===== src/rtl/mem_arbiter.sv =====
// Two-port (fetch / load-store) arbiter onto a single-ported data memory.
// One transaction in flight; round-robin on ties; fixed MEM_LAT read latency.
module mem_arbiter #(
  parameter int MEM_LAT = 1
) (
  input  logic        clk,
  input  logic        rst,

  input  logic        if_req_valid,
  output logic        if_req_ready,
  input  logic [31:0] if_addr,
  output logic        if_rsp_valid,
  output logic [31:0] if_rdata,

  input  logic        ls_req_valid,
  output logic        ls_req_ready,
  input  logic [31:0] ls_addr,
  input  logic        ls_write,
  input  logic [31:0] ls_wdata,
  input  logic [3:0]  ls_wstrb,
  output logic        ls_rsp_valid,
  output logic [31:0] ls_rdata,

  output logic        mem_en,
  output logic [31:0] mem_addr,
  output logic        mem_write,
  output logic [31:0] mem_wdata,
  output logic [3:0]  mem_wstrb,
  input  logic [31:0] mem_rdata
);

  typedef enum logic [1:0] {IDLE, ACCESS, WAIT, RESP} state_t;

  localparam logic       GNT_IF = 1'b0;
  localparam logic       GNT_LS = 1'b1;
  localparam logic [2:0] LAT    = 3'(MEM_LAT);

  state_t      state, state_nxt;
  logic [2:0]  cnt;
  logic        last_grant;
  logic        grant;
  logic [31:0] addr_q;
  logic [31:0] wdata_q;
  logic [3:0]  wstrb_q;
  logic        write_q;
  logic        if_win, ls_win;
  logic        accept;
  logic        capture;

  // Fetch wins when alone, or on a tie when load/store was granted last.
  assign if_win  = if_req_valid && (!ls_req_valid || last_grant == GNT_LS);
  assign ls_win  = ls_req_valid && !if_win;
  assign capture = (state == WAIT) && (cnt == 3'd1) && !write_q;

  assign mem_addr  = addr_q;
  assign mem_wdata = wdata_q;
  assign mem_wstrb = wstrb_q;
  assign mem_write = mem_en && write_q;

  always_comb begin
    state_nxt    = state;
    if_req_ready = 1'b0;
    ls_req_ready = 1'b0;
    if_rsp_valid = 1'b0;
    ls_rsp_valid = 1'b0;
    mem_en       = 1'b0;
    accept       = 1'b0;
    case (state)
      IDLE: begin
        if (!rst) begin
          if_req_ready = if_win;
          ls_req_ready = ls_win;
          if (if_win || ls_win) begin
            accept    = 1'b1;
            state_nxt = ACCESS;
          end
        end
      end
      ACCESS: begin
        mem_en    = 1'b1;
        state_nxt = WAIT;
      end
      WAIT: begin
        if (cnt == 3'd1) state_nxt = RESP;
      end
      RESP: begin
        if_rsp_valid = (grant == GNT_IF);
        ls_rsp_valid = (grant == GNT_LS);
        state_nxt    = IDLE;
      end
      default: state_nxt = IDLE;
    endcase
  end

  always_ff @(posedge clk or posedge rst) begin
    if (rst) begin
      state      <= IDLE;
      cnt        <= 3'd0;
      last_grant <= GNT_LS;
      grant      <= GNT_IF;
      addr_q     <= 32'd0;
      wdata_q    <= 32'd0;
      wstrb_q    <= 4'd0;
      write_q    <= 1'b0;
      if_rdata   <= 32'd0;
      ls_rdata   <= 32'd0;
    end else begin
      state <= state_nxt;

      if (state == ACCESS)    cnt <= LAT;
      else if (state == WAIT) cnt <= cnt - 3'd1;
      else                    cnt <= 3'd0;

      if (accept) begin
        grant      <= ls_win;
        last_grant <= ls_win;
        addr_q     <= ls_win ? ls_addr : if_addr;
        write_q    <= ls_win && ls_write;
        wdata_q    <= ls_win ? ls_wdata : 32'd0;
        wstrb_q    <= ls_win ? ls_wstrb : 4'd0;
      end

      // Writes leave both read-data registers untouched.
      if (capture) begin
        if (grant == GNT_IF) if_rdata <= mem_rdata;
        else                 ls_rdata <= mem_rdata;
      end
    end
  end

endmodule

===== config.mk =====
export PLATFORM = sky130hd
export DESIGN_NAME = mem_arbiter
export DESIGN_NICKNAME = d
export VERILOG_FILES = /design/src/rtl/mem_arbiter.sv
export SDC_FILE = /design/constraint.sdc
export NUM_CORES = 1
export LEC_CHECK = 0
export BUFFER_PORTS_ARGS = -buffer_cell sky130_fd_sc_hd__buf_2
export CORE_MARGIN = 2
export CORE_UTILIZATION = 50
export DETAILED_ROUTE_END_ITERATION = 12
export GPL_TIMING_DRIVEN = 0
export MAX_ROUTING_LAYER = met4
export PLACE_DENSITY = 0.85
export SETUP_SLACK_MARGIN = 0.1
export SLEW_MARGIN = 25
export SYNTH_ARGS = -nofsm -noshare
export SYNTH_HDL_FRONTEND = slang
export SYNTH_SLANG_ARGS = --single-unit

===== constraint.sdc =====
create_clock -name clk -period 12.19 [get_ports clk]
set_input_delay 3.0475 -clock clk [delete_from_list [all_inputs] [get_ports clk]]
set_output_delay 3.0475 -clock clk [all_outputs]
set_load 0.05 [all_outputs]

# == Word-level counts from Yosys, hierarchy flattened ==
# Index checks and enable logic that the tools add are counted.
# classes
add_sub_neg,1
n_eq_ne,7
n_mux,19
bitwise_logic,1
reduce_logical,15
# op_table
cell,n
32-bit two-way mux,2
1-bit two-way mux,10
2-bit case mux with 4 select lines,1
1-bit logical AND,6
2-bit two-way mux,3
3-bit two-way mux,2
"2-bit inequality test, second input constant",3
"2-bit == test, second input constant",2
4-bit two-way mux,1
2-bit AND reduction,2
"3-bit by 1-bit == test with 1-bit output, second input constant",1
1-bit zero test,3
3-bit AND reduction,1
"3-bit by 1-bit subtractor with 3-bit output, second input constant",1
"2-bit by 1-bit == test with 1-bit output, second input constant",1
2-bit zero test,1
1-bit logical OR,2
1-bit inverter,1
# word_totals
reg_bits,140
in_bits,137
output_inout_bits,138
elab_cells,53

# == Depth between registers and ports, before layout ==
# logic_depth
ltp_word,9
mapped_depth,7
mapped_depth_nobuf,5

# == Least setup slack after synthesis ==
# Ideal clock, no wire load.
# synth_path
path_kind,input -> output
from,input rst
to,output if_req_ready
arrival_time_ns,3.988
required_time_ns,9.142
setup_slack_ns,5.155
stages,3
n_path_buf,0
cell_sequence,nor2b_1 > nand2_1 > a21oi_1
# synth_via
elab_chain_len,2
# synth_rtl
element,line,source
start: declaration,7,"input logic rst,"
1-bit two-way mux,70,if (!rst) begin
1-bit two-way mux,68,case (state)
end: declaration,10,"output logic if_req_ready,"
# Every way passes these cells.

# == Worst setup path in the final report ==
# layout_path
from,input ls_req_valid
to,output ls_req_ready
# layout_via
elab_chain_len,7
# layout_rtl
element,line,source
start: declaration,15,"input logic ls_req_valid,"
1-bit zero test,51,assign if_win = if_req_valid && (!ls_req_valid || last_grant == GNT_LS);
1-bit logical OR,51,
1-bit logical AND,51,
1-bit zero test,52,assign ls_win = ls_req_valid && !if_win;
1-bit logical AND *,52,
1-bit two-way mux *,70,
1-bit two-way mux *,68,
end: declaration,16,"output logic ls_req_ready,"
# Every way passes the cells marked *; elsewhere a longest branch is shown, timed or not.

==> impl_summary.log <==
[metrics] Synthesis Warnings: 0
[metrics] multiplexer share of the synthesized area: 0.271
[metrics] H-Tree Level Count: 4
[metrics] minimum period implied by the final worst setup slack: between 7 and 8 ns
[metrics] largest cells by area after synthesis: sky130_fd_sc_hd__dfrtp_1 60%, sky130_fd_sc_hd__mux2_2 17%, sky130_fd_sc_hd__mux2_4 7.7%, sky130_fd_sc_hd__a22o_1 5.6%, sky130_fd_sc_hd__mux2_1 1.7%
[metrics] count of unique library cells instantiated by Yosys: 27
[metrics] DR DRC count: 0
[metrics] core region area: about 11,000 um^2
[metrics] proportion of synthesized chip area in sequential cells: 0.603
[metrics] master of the slowest instance on the critical path: sky130_fd_sc_hd__nor3b_2
[metrics] worst endpoint data arrival time: around 4.4 ns
[metrics] number of top-level design ports: around 280
[metrics] total global-route track usage: 0.231
[metrics] worst-path maximum fanout: 10
[metrics] Worst Hold Margin: 0.479 ns
[metrics] number of clock buffers inserted by TritonCTS: 17
[metrics] global-route wire length before repair: ~22,000 um
[metrics] most instantiated cells after synthesis: 139 x sky130_fd_sc_hd__dfrtp_1, 90 x sky130_fd_sc_hd__mux2_2, 37 x sky130_fd_sc_hd__a22o_1, 30 x sky130_fd_sc_hd__mux2_4, 14 x sky130_fd_sc_hd__buf_2
[metrics] register bit count reported by yosys: 140
[metrics] number of cells upsized or downsized after cts: 0
[metrics] unrepaired setup endpoints after global routing: no
[metrics] clock tree from TritonCTS: done
[metrics] ANT cells: 0
[metrics] status: complete, no violations
[metrics] buffers added on ports: 274
[metrics] post-CTS clock slew at the launch and capture registers of the worst setup and hold paths: 0.06 ns
[metrics] Async SR Flop Fraction: 1.00
[metrics] net count after synthesis: a little over 500
[metrics] class of the worst hold path: reg -> reg
[metrics] cell with the most instances after synthesis: sky130_fd_sc_hd__dfrtp_1
[metrics] capture instance of the worst register-to-register path: mem_addr[0]
[metrics] start of the worst register-to-register path: state[1]
[metrics] most frequent cell on the critical path: sky130_fd_sc_hd__buf_2
[metrics] transition at the pin with the smallest max-transition slack: around 0.51 ns
[metrics] xor/xnor cell area share of the yosys netlist: 0.00151
[metrics] latest clock arrival within the worst-skew pair: just over 0.4 ns
[metrics] per-cell via count in the routed design: 5.10
[metrics] netlist area before placement: around 5800 um^2
[metrics] Rows: 39
[metrics] overall die height: between 100 and 150 um
[metrics] Total Neg Setup Slack: 0 ns
[metrics] number of global-route vias before repair: approximately 4,400
[metrics] worst path cell trace: buf_2, a21bo_1, buf_2, nor3b_2, buf_2, buf_2
[metrics] number of antenna violations at the first check in global routing: 0
[metrics] dominant combinational cell family by area after synthesis: multiplexers
[metrics] count of flip-flops with a built-in enable after synthesis: 0
[metrics] hold path endpoint: if_rdata[6]
[metrics] element type at the critical path start: input pin
[metrics] type of element capturing the critical path: output pin
[metrics] DP HPWL: ~11,000 um
[metrics] DR vias: about 4,200
[metrics] hold path start: if_rdata[6]
[metrics] Hold Vio Cnt, Final: 0
[metrics] count of non-filler cells in the finished layout: slightly above 800
[metrics] average instance area after synthesis: around 16 um^2
[metrics] effective utilization at floorplan: 0.511
[metrics] largest net degree at the start of global routing: 86
[metrics] number of instances in the placed design: 783
[metrics] average routed wire per standard cell: 17.4 um
[metrics] max frequency: ~130 MHz
[metrics] wirelength, routed: between 10,000 and 15,000 um
[metrics] share of synthesized cell area in full adder, half adder and majority cells: 0.0172
[metrics] share of the synthesized area in the top cell type: 0.598
[metrics] critical path class: in -> out
[metrics] max-capacitance violation count: 0
[metrics] Area growth, synth to finish: 37.8%
[metrics] gate count of the mapped netlist: around 370
[metrics] First DRT Iteration DRCs: around 200
[metrics] remaining global-route overflow: 0
[metrics] count of antenna-violating nets left after detailed routing: 0
[metrics] Slew Viols, Final: 0
[metrics] cell type contributing the most total cell area after synthesis: sky130_fd_sc_hd__dfrtp_1
[metrics] cell count of the worst hold path: 1
[metrics] FF-to-FF path depth: 6
[metrics] delay of the slowest critical-path stage: about 0.3 ns
[metrics] Fin Clk Skew: ~0.0098 ns
[metrics] Hold Buf Count CTS: 0
[metrics] compound-gate portion of the synthesized area: 0.0656
[metrics] number of detailed-routing iterations run before antenna repair: 4
[metrics] clock root cell: sky130_fd_sc_hd__clkbuf_16
[metrics] share of the clock period used by the worst path after layout: 0.613
[metrics] number of clock sinks: 140
[metrics] Post-Synth Simple-Gate Area: 0.0172
[metrics] Max-Slew Margin vs Limit: 0.658
[metrics] number of failing setup endpoints in the final timing report: 0
[metrics] CP required: 9.14 ns
[metrics] Placer Congestion: 0.848
[metrics] Longest Clk Path Bufs: 2
[metrics] number of buffers inserted by post-CTS setup repair: 0
[metrics] primary flip-flop cell chosen by synthesis mapping: sky130_fd_sc_hd__dfrtp_1
[metrics] width of the die: 112 um
[metrics] Final nets: between 800 and 900
[metrics] layout cell share with drive strength beyond 1: 0.665
[metrics] full die area: 12,500 um^2
[metrics] setup slack, reg-to-reg: roughly 10 ns
## cells in the final DEF (no fill, tap or decap), types with 2 or more instances in the layout
cell,n
sky130_fd_sc_hd__a21o_1,3
sky130_fd_sc_hd__a22o_1,37
sky130_fd_sc_hd__and2_1,2
sky130_fd_sc_hd__buf_2,288
sky130_fd_sc_hd__buf_6,3
sky130_fd_sc_hd__bufinv_16,3
sky130_fd_sc_hd__clkbuf_1,6
sky130_fd_sc_hd__clkbuf_16,17
sky130_fd_sc_hd__clkbuf_8,3
sky130_fd_sc_hd__clkinv_2,5
sky130_fd_sc_hd__dfrtp_1,139
sky130_fd_sc_hd__ha_1,8
sky130_fd_sc_hd__inv_1,5
sky130_fd_sc_hd__mux2_1,9
sky130_fd_sc_hd__mux2_2,90
sky130_fd_sc_hd__mux2_4,30
sky130_fd_sc_hd__nand2b_1,2
sky130_fd_sc_hd__nor2_1,3
sky130_fd_sc_hd__nor2b_1,2
## worst max-delay path, delay by kind of cell
kind | cells | cell delay (ns)
AOI/OAI and AO/OA | 1 | 0.19
and+or+nand+nor | 1 | 0.30
buffers and inverters | 4 | 0.89
## cell type report
type                       instances  area (um^2)
buffer                            22          123
inverter                           6         30.0
tap                              143          179
timing repair buffer             275         1400
sequential                       140         3500
multi-input combinational        197         2170
clock buffer                      21          470
fill                             780         3360
clock inverter                    11          140
## metrics by stage
step	cell area, um^2	util	setup WS, ns
6_report	8010	0.705	4.72
5_1_grt	8010	0.705	4.62
4_1_cts	8010	0.705	4.72
3_5_place_dp	7400	0.651	4.72
2_1_floorplan	5820	-	5.15
3_3_place_gp	7370	0.648	4.11
## worst max path at each step
stage	startpoint	cells past startpoint	end	slack (ns)
3_5_place_dp	ls_req_valid	6	ls_req_ready	4.72
2_1_floorplan	rst	3	if_req_ready	5.15
5_1_grt	ls_req_valid	6	ls_req_ready	4.62
4_1_cts	ls_req_valid	6	ls_req_ready	4.72
3_3_place_gp	rst	2	if_rdata[14]	4.11
6_report	ls_req_valid	6	ls_req_ready	4.72
## per-layer routing
metal  track usage  wire [um]  share of wire
met5             -          0              0
met4        0.0782        243          0.017
met3        0.0512        698          0.049
met2         0.398       7500           0.53
met1         0.269       5700           0.40
## registers in the layout, indices dropped and copies added (netlist names)
register	cells
cnt	3
grant	1
if_rdata	32
last_grant	1
ls_rdata	32
mem_addr	32
mem_wdata	32
mem_wstrb	4
state	2
write_q	1
## logic make-up after synthesis
group	after synthesis
flops	140
mux	130
compound gates	45
buf+inv	28
simple gates	13
fa+ha+maj	8
xor+xnor	1
Power is not shown: default switching activity piles up to over one toggle a cycle in this logic, so the estimate is an artifact.
